$ cat src/rtl/fetch_pkg.sv
// Shared types and constants for the instruction fetch stage.
// WIDTH and ADDR_BITS are fixed here, and every fetch file uses them.
// HALT_WORD is only acted on when the design is built with FETCH_HALT_EN defined.
package fetch_pkg;

    localparam int WIDTH     = 9;
    localparam int ADDR_BITS = 5;

    typedef logic [ADDR_BITS-1:0] pc_t;
    typedef logic [WIDTH-1:0]     instr_t;

    typedef struct packed {
        instr_t word;
        pc_t    pc;
    } fetch_entry_t;

    localparam instr_t       HALT_WORD  = {WIDTH{1'b1}};
    localparam pc_t          PC_ZERO    = {ADDR_BITS{1'b0}};
    localparam instr_t       INSTR_ZERO = {WIDTH{1'b0}};
    localparam fetch_entry_t ENTRY_ZERO = '{word: INSTR_ZERO, pc: PC_ZERO};

    // Sequential PC step. The ROM is exactly 2**ADDR_BITS deep, so the
    // natural modulo wrap of the adder is the intended behaviour.
    function automatic pc_t pc_next(input pc_t pc);
        return pc + {{(ADDR_BITS-1){1'b0}}, 1'b1};
    endfunction

    // Words that will be held or in flight after this edge if no new fetch
    // is issued. A new fetch is allowed only while this stays below 2, so a
    // returning word always finds a free buffer slot.
    function automatic logic [2:0] pending_after(input logic [1:0] occ,
                                                 input logic       inflight,
                                                 input logic       pop);
        return {1'b0, occ} + {2'b00, inflight} - {2'b00, pop};
    endfunction

endpackage

$ cat src/rtl/fetch_buf.sv
// Two-entry FIFO that holds fetched words and their PCs for decode.
// The head comes straight from storage flops, so rom_data never reaches
// the decode outputs through combinational logic.
module fetch_buf
    import fetch_pkg::*;
(
    input  logic         clk,
    input  logic         rst_n,
    input  logic         push,
    input  fetch_entry_t push_entry,
    input  logic         pop,
    input  logic         flush,
    output fetch_entry_t head,
    output logic [1:0]   occ
);

    logic [1:0]   count_q, count_d;
    logic         rd_q, rd_d;
    logic         wr_q, wr_d;
    fetch_entry_t ent0_q, ent0_d;
    fetch_entry_t ent1_q, ent1_d;
    logic         pop_ok_s;
    logic         push_ok_s;

    // Qualify requests so an empty pop or an overflowing push can never corrupt pointers
    always_comb begin
        pop_ok_s  = 1'b0;
        push_ok_s = 1'b0;
        if (pop && (count_q != 2'd0)) begin
            pop_ok_s = 1'b1;
        end else begin
            pop_ok_s = 1'b0;
        end
        if (push && ((count_q != 2'd2) || pop_ok_s)) begin
            push_ok_s = 1'b1;
        end else begin
            push_ok_s = 1'b0;
        end
    end

    // Next-state for storage, pointers and count; flush empties the FIFO
    always_comb begin
        count_d = count_q;
        rd_d    = rd_q;
        wr_d    = wr_q;
        ent0_d  = ent0_q;
        ent1_d  = ent1_q;
        if (flush) begin
            count_d = 2'd0;
            rd_d    = 1'b0;
            wr_d    = 1'b0;
        end else begin
            if (push_ok_s) begin
                if (wr_q) begin
                    ent1_d = push_entry;
                end else begin
                    ent0_d = push_entry;
                end
                wr_d = ~wr_q;
            end else begin
                wr_d = wr_q;
            end
            if (pop_ok_s) begin
                rd_d = ~rd_q;
            end else begin
                rd_d = rd_q;
            end
            case ({push_ok_s, pop_ok_s})
                2'b10:   count_d = count_q + 2'd1;
                2'b01:   count_d = count_q - 2'd1;
                default: count_d = count_q;
            endcase
        end
    end

    // FIFO state registers
    always_ff @(posedge clk or negedge rst_n) begin
        if (!rst_n) begin
            count_q <= 2'd0;
            rd_q    <= 1'b0;
            wr_q    <= 1'b0;
            ent0_q  <= ENTRY_ZERO;
            ent1_q  <= ENTRY_ZERO;
        end else begin
            count_q <= count_d;
            rd_q    <= rd_d;
            wr_q    <= wr_d;
            ent0_q  <= ent0_d;
            ent1_q  <= ent1_d;
        end
    end

    // Head selection from the flopped entries
    always_comb begin
        if (rd_q) begin
            head = ent1_q;
        end else begin
            head = ent0_q;
        end
    end

    assign occ = count_q;

endmodule

$ cat src/rtl/fetch_unit.sv
// Instruction fetch stage in front of a synchronous-read instruction ROM.
// It owns the fetch PC, tracks the single in-flight ROM read, and buffers
// returned words in a 2-entry FIFO that feeds decode over valid/ready.
// Optional macro FETCH_HALT_EN: when defined, a captured HALT_WORD stops
// further fetching until a redirect or a reset. The halt word itself is
// still delivered to decode.
module fetch_unit
    import fetch_pkg::*;
#(
    parameter pc_t RESET_PC = PC_ZERO
) (
    input  logic                 clk,
    input  logic                 rst_n,
    output logic [ADDR_BITS-1:0] rom_addr,
    input  logic [WIDTH-1:0]     rom_data,
    input  logic                 redirect,
    input  logic [ADDR_BITS-1:0] redirect_pc,
    output logic [WIDTH-1:0]     instr,
    output logic [ADDR_BITS-1:0] instr_pc,
    output logic                 instr_valid,
    input  logic                 instr_ready
);

    pc_t          fpc_q, fpc_d;
    logic         inflight_q, inflight_d;
    pc_t          inflight_pc_q, inflight_pc_d;
    logic         halted_q, halted_d;

    logic [1:0]   occ_s;
    fetch_entry_t head_s;
    fetch_entry_t push_entry_s;
    logic         pop_s;
    logic         capture_s;
    logic         halt_cap_s;
    logic         issue_s;

    // Decode handshake and capture qualification; a redirect discards the returning word
    always_comb begin
        pop_s        = instr_valid && instr_ready;
        push_entry_s = '{word: rom_data, pc: inflight_pc_q};
        if (inflight_q && !redirect) begin
            capture_s = 1'b1;
        end else begin
            capture_s = 1'b0;
        end
    end

    // Halt-word detection on the word being captured this edge
    always_comb begin
`ifdef FETCH_HALT_EN
        if (capture_s && (rom_data == HALT_WORD)) begin
            halt_cap_s = 1'b1;
        end else begin
            halt_cap_s = 1'b0;
        end
`else
        halt_cap_s = 1'b0;
`endif
    end

    // Issue decision: only issue while the returning word is sure to have a free slot
    always_comb begin
        if (!redirect && !halted_q && !halt_cap_s &&
            (pending_after(occ_s, inflight_q, pop_s) < 3'd2)) begin
            issue_s = 1'b1;
        end else begin
            issue_s = 1'b0;
        end
    end

    // PC, in-flight and halt next-state; redirect takes priority over everything
    always_comb begin
        fpc_d         = fpc_q;
        inflight_d    = 1'b0;
        inflight_pc_d = inflight_pc_q;
        halted_d      = halted_q;
        if (redirect) begin
            fpc_d         = redirect_pc;
            inflight_d    = 1'b0;
            inflight_pc_d = inflight_pc_q;
            halted_d      = 1'b0;
        end else if (issue_s) begin
            fpc_d         = pc_next(fpc_q);
            inflight_d    = 1'b1;
            inflight_pc_d = fpc_q;
            halted_d      = halted_q || halt_cap_s;
        end else begin
            fpc_d         = fpc_q;
            inflight_d    = 1'b0;
            inflight_pc_d = inflight_pc_q;
            halted_d      = halted_q || halt_cap_s;
        end
    end

    // Fetch-control registers
    always_ff @(posedge clk or negedge rst_n) begin
        if (!rst_n) begin
            fpc_q         <= RESET_PC;
            inflight_q    <= 1'b0;
            inflight_pc_q <= PC_ZERO;
            halted_q      <= 1'b0;
        end else begin
            fpc_q         <= fpc_d;
            inflight_q    <= inflight_d;
            inflight_pc_q <= inflight_pc_d;
            halted_q      <= halted_d;
        end
    end

    fetch_buf u_buf (
        .clk        (clk),
        .rst_n      (rst_n),
        .push       (capture_s),
        .push_entry (push_entry_s),
        .pop        (pop_s),
        .flush      (redirect),
        .head       (head_s),
        .occ        (occ_s)
    );

    assign rom_addr    = fpc_q;
    assign instr       = head_s.word;
    assign instr_pc    = head_s.pc;
    assign instr_valid = (occ_s != 2'd0);

endmodule
$ cat config.mk
export PLATFORM = sky130hd
export DESIGN_NAME = fetch_unit
export DESIGN_NICKNAME = d
export VERILOG_FILES = /design/src/rtl/fetch_pkg.sv /design/src/rtl/fetch_buf.sv /design/src/rtl/fetch_unit.sv
export SDC_FILE = /design/constraint.sdc
export NUM_CORES = 1
export LEC_CHECK = 0
export CAP_MARGIN = 25
export CORE_MARGIN = 4
export CORE_UTILIZATION = 30
export DETAILED_ROUTE_END_ITERATION = 7
export HOLD_SLACK_MARGIN = 0.06
export SYNTH_ARGS = -nofsm -noshare
export SYNTH_HDL_FRONTEND = slang
export SYNTH_SLANG_ARGS = --single-unit
export TNS_END_PERCENT = 30
$ cat constraint.sdc
create_clock -name clk -period 2.9 [get_ports clk]
set_input_delay 0.58 -clock clk [delete_from_list [all_inputs] [get_ports clk]]
set_output_delay 0.58 -clock clk [all_outputs]
set_load 0.005 [all_outputs]
==> results.py, run 1 <==
metrics = {
    "outcome": {
        "outcome": "finished clean",
    },
    "detailed_routing": {
        "drt-vias-per-instance": 4.54,
        "routed_wl_mm": 4.24,
        "drt_iter0_drc": 33,
        "antenna_left": 0,
        "drtPass1Iterations": 2,
        "vias": 1336,
        "wire_per_inst_um": 14.4,
        "drcViolationCount": 0,
    },
    "setup_path": {
        "worstPathArrival_ns": 2.79,
        "path_class": "in -> reg",
        "worst-path-max-fanout": 6,
        "endpoint_kind": "flop",
        "start_kind": "input port",
        "required_ns": 3.09,
    },
    "cells_and_area": {
        "drive_gt1_share_pct": 35.9,
        "post-route-util_pct": 39.6,
        "nets": 219,
        "stdcell_count": 294,
        "syn_to_final_growth_pct": 26.5,
        "antenna_cells": 0,
        "fin_area_um2": 2720,
    },
    "placement": {
        "hpwl_mm": 2.96,
        "dp_slack_ns": -0.0486,
        "dp_cells": 287,
        "gp_congestion": 0.719,
        "port_buffers": 37,
        "place_area_um2": 2640,
    },
    "timing": {
        "maxSlewViolCount": 0,
        "fin_crit_sh_pct": 89.6,
        "tns_ns": 0,
        "fmax_mhz": 385,
        "setup_slack_ns": 0.303,
        "setup_viol_count_final": 0,
        "fin_hold_ws_ns": 0.256,
        "hold_viol": 0,
        "relSlewSlack_pct": 63.9,
        "skew_ns": 0.00827,
        "rsz0062_at_grt": "no",
        "tightest_slew_ns": 0.542,
        "fin_crit_ns": 2.60,
    },
    "floorplan": {
        "row_count": 30,
        "die-width_um": 92.7,
        "start_util_pct": 31.3,
        "dieArea_um2": 8590,
        "die_h_um": 92.7,
        "io-pin-count": 38,
        "core_um2": 6870,
    },
    "grt": {
        "grt.overflow.total": 0,
        "grt_usage_pct": 10.8,
        "antenna_found_initial": 0,
        "grt_max_degree": 25,
        "grt_pass1_vias": 1486,
        "grt_pass1_wl_mm": 7.38,
    },
    "clock_tree": {
        "numCtsBuffers": 5,
        "cts_sinks": 43,
        "cts_hold_buffers": 0,
        "cts_tree": "yes",
        "cts-root-buf": "clkbuf_8",
        "cts_setup_buffers": 0,
        "ctsResizeCount": 0,
        "cts_htree_levels": 2,
        "clk_pin_slew_worst_paths_ns": 0.09,
        "clock_latency_ns": 0.30,
        "cts_max_path_buffers": 2,
    },
    "synth": {
        "ys_seq_area_share_pct": 50.0,
        "yosys.area.top_type": "dfrtp_1",
        "synth_seq_cells": 43,
        "synthCells": 154,
        "async_flop_share_pct": 100,
        "synthTopCellsByArea": "dfrtp_1, mux2_2, mux2_4",
        "yosysMostFrequentCell": "dfrtp_1",
        "synthDistinctLibCells": 38,
        "synth_top_cell_area_share_pct": 50.0,
        "avgSynthCellArea_um2": 14.0,
        "syn_area_um2": 2150,
        "synth_common_cells": "dfrtp_1, mux2_2, mux2_4",
        "synth_edf_count": 0,
        "synth_nets": 175,
        "yosysWarnings": 0,
        "synth_ff_type": "dfrtp_1",
    },
    "min_path": {
        "hold_path_class": "in -> async",
    },
    "power": {
        "power_density_nw_per_um2": 985,
        "p_leak_nw": 1.22,
        "p_total_mw": 2.68,
        "irDropWorstVdd_mv": 0.296,
    },
    "flow_run": {
        "drv_cap": 0,
    },
}
-- kinds of logic after synthesis --
logic type	synth area share [%]
multiplexers	28.1
flip-flops	50.0
AND/OR/NAND/NOR	8.08
AO/OA/AOI/OAI	5.64
buffers and inverters	4.48
XOR/XNOR	1.63
adder cells (fa/ha/maj)	2.09
-- worst paths after layout --
kind                       slack, ns  depth (start not counted)               end             from
setup / recovery                0.30                          8  inflight_pc_q[2]      instr_ready
hold / removal                  0.26                          1  u_buf.ent1_q[10]            rst_n
setup reg to reg                0.47                          7  inflight_pc_q[2]     u_buf.occ[0]
hold reg to reg                 0.51                          1   u_buf.ent1_q[6]  u_buf.ent1_q[6]
max in group asynchronous       1.98                          2   u_buf.ent1_q[1]            rst_n
min in group clk                0.51                          1   u_buf.ent1_q[6]  u_buf.ent1_q[6]
-- layout by cell type (no fill, tap or decap), types with 2 or more instances in the layout --
cell type and instances:
nand3b_1 2, buf_4 10, dfrtp_1 43, a211oi_1 2
mux2_4 20, nand4_1 2, o21ai_0 4, or4_1 3
clkdlybuf4s50_1 36, inv_1 4, nand3_1 2, xor2_1 2
mux2_2 27, ha_1 2, a21oi_1 3, a211o_1 2
nor2b_1 2, nand2b_1 3, xnor2_1 2, nand2_1 3
clkbuf_8 6
-- worst max-delay path: stages --
cell and delay [ns]:
clkdlybuf4s50_1 0.48, o21a_1 0.14, ha_1 0.22, nand2b_1 0.15, fa_1 0.42, xnor2_1 0.21
nand3b_1 0.24, mux2_2 0.34
-- metal layers --
layer  global-route usage (%)  wire length, um  up-vias
met4                     3.66               63        0
li1                         -                -      637
met3                     3.41              178        6
met2                     17.8             1970       26
met1                     13.4             2030      667
met5                        0                0        -
-- final cells by class --
cell class                      instances  area (um2)
Clock inverter                          1        5.00
Fill cell                             663        4150
Timing Repair Buffer                   47         440
Clock buffer                            6        82.6
Sequential cell                        43        1080
Inverter                                5        18.8
Tap cell                               96         120
Multi-Input combinational cell         96         980
-- state kept, by name, summed over array words and instances, names as in the netlist --
name,cells
u_buf.wr_q,1
u_buf.rd_q,1
u_buf.ent1_q,14
inflight_q,1
rom_addr,5
u_buf.occ,2
u_buf.ent0_q,14
inflight_pc_q,5
-- power breakdown --
part	switching [mW]	internal, mW
clock network	0.206	0.187
logic	0.376	0.834
registers	0.205	0.874
total	0.787	1.90
Power figures use the tool's default switching activity.
==> inputs of run 2 (changes only) <==
- REMOVE_ABC_BUFFERS: default -> 1
==> results.py, run 2 (same netlist as run 1, synthesis figures left out) <==
metrics = {
    "outcome": {
        "outcome": "finished clean",
    },
    "cells_and_area": {
        "final_common_cell": "dfrtp_1",
        "fillers": 676,
        "post-route-util_pct": 39.7,
        "seq_area_um2": 1080,
        "top_regs": "u_buf.ent0_q x14, u_buf.ent1_q x14",
        "final_cell_mix": "dfrtp_1, clkdlybuf4s50_1, mux2_2",
        "nets": 218,
        "antenna_cells": 0,
        "syn_to_final_growth_pct": 26.6,
        "multi_input_area_um2": 980,
        "drive_gt1_share_pct": 35.4,
    },
    "timing": {
        "fmax_mhz": 382,
        "rsz0062_at_grt": "no",
        "setup_viol_count_final": 0,
        "tns_ns": 0,
        "setup_slack_ns": 0.285,
        "tightest_slew_ns": 0.649,
        "fin_crit_sh_pct": 90.2,
        "skew_ns": 0.0103,
        "maxSlewViolCount": 0,
        "hold_viol": 0,
        "fin_crit_ns": 2.62,
        "relSlewSlack_pct": 56.7,
    },
    "placement": {
        "hpwl_mm": 2.73,
        "dp_slack_ns": -0.0399,
        "port_buffers": 37,
        "gp_congestion": 0.777,
    },
    "setup_path": {
        "worstPathArrival_ns": 2.79,
        "path_class": "in -> reg",
        "reg2reg_depth": 7,
        "cp-startpoint": "instr_ready",
        "r2r-end": "inflight_pc_q[1]",
        "path_cells": "clkdlybuf4s50_1 -> o21a_1 -> ha_1 -> nand2b_1 -> fa_1 -> xnor2_1 -> nand3b_1 -> mux2_2",
        "cp_slowest_cell": "clkdlybuf4s50_1",
        "endpoint_kind": "flop",
        "required_ns": 3.08,
        "worst-path-max-fanout": 6,
        "timing.rr.start": "u_buf.occ[0]",
        "critPathMaxStageDelay_ns": 0.49,
        "start_kind": "input port",
        "regToRegSetupSlack_ns": 0.49,
    },
    "clock_tree": {
        "cts_sinks": 43,
        "cts-root-buf": "clkbuf_8",
        "cts_max_path_buffers": 2,
        "cts_htree_levels": 2,
        "cts_tree": "yes",
        "clock_latency_ns": 0.29,
        "ctsResizeCount": 0,
        "clk_pin_slew_worst_paths_ns": 0.08,
        "numCtsBuffers": 5,
        "cts_setup_buffers": 0,
        "cts_hold_buffers": 0,
    },
    "grt": {
        "grt_max_degree": 44,
        "grt.overflow.total": 0,
        "grt_pass1_vias": 1376,
        "antenna_found_initial": 0,
        "grt_pass1_wl_mm": 6.97,
        "grt_usage_pct": 10.4,
    },
    "detailed_routing": {
        "drcViolationCount": 0,
        "routed_wl_mm": 4.07,
        "vias": 1331,
        "drt_iter0_drc": 32,
        "antenna_left": 0,
        "wire_per_inst_um": 13.8,
        "drtPass1Iterations": 4,
        "drt-vias-per-instance": 4.53,
    },
    "floorplan": {
        "dieArea_um2": 8590,
        "start_util_pct": 31.3,
        "die_h_um": 92.7,
        "core_um2": 6870,
        "io-pin-count": 38,
        "die-width_um": 92.7,
        "row_count": 30,
    },
    "min_path": {
        "hold_path_class": "in -> async",
    },
    "flow_run": {
        "drv_cap": 0,
    },
    "power": {
        "power_density_nw_per_um2": 972,
        "p_leak_nw": 1.22,
        "p_total_mw": 2.65,
        "irDropWorstVdd_mv": 0.391,
    },
}
[run 2: worst max-delay path: cells and delay by family]
kind | cells | cell delay (ns)
xor gates and xnor gates | 1 | 0.20
muxes | 1 | 0.34
and+or+nand+nor | 2 | 0.40
buffers and inverters | 1 | 0.49
adders and majority gates | 2 | 0.64
AOI/OAI and AO/OA | 1 | 0.15
[run 2: area by class of cell]
class                      instances  share of cell area, %
tap                               96                   4.41
clock buffer                       6                   2.66
inverter                           5                  0.689
timing repair buffer              46                   16.3
multi-input combinational         96                   36.0
sequential                        43                   39.5
clock inverter                     2                  0.459
[run 2: power breakdown]
part | total, mW | leakage, nW | switching (mW) | internal [mW]
clock | 0.375 | 0.0412 | 0.207 | 0.169
combinational | 1.19 | 0.650 | 0.360 | 0.825
sequential | 1.09 | 0.525 | 0.214 | 0.873
[run 2: stage by stage]
stage | hold slack [ns] | area [um2] | std cells
after global routing | 0.210 | 2730 | 294
after CTS | 0.472 | 2710 | 293
after detailed placement | 0.492 | 2620 | 285
final | 0.193 | 2730 | 294
after floorplan | 0.284 | 2070 | 144
after global placement | 0.483 | 2620 | 285
[run 2: routing by layer]
metal	wire length (um)	track usage [%]	up-vias	part of all wire (%)
met3	191	2.92	7	4.7
li1	-	-	641	-
met5	0	0	-	0
met1	2020	13.4	652	50
met2	1780	16.3	31	44
met4	76	4.40	0	1.9
[run 2: worst max path at each step]
stage	to	cells past startpoint
after CTS	inflight_pc_q[1]	8
after detailed placement	inflight_pc_q[4]	8
after global routing	inflight_pc_q[0]	8
after global placement	inflight_pc_q[2]	8
after floorplan	inflight_pc_q[0]	7
final	inflight_pc_q[1]	8
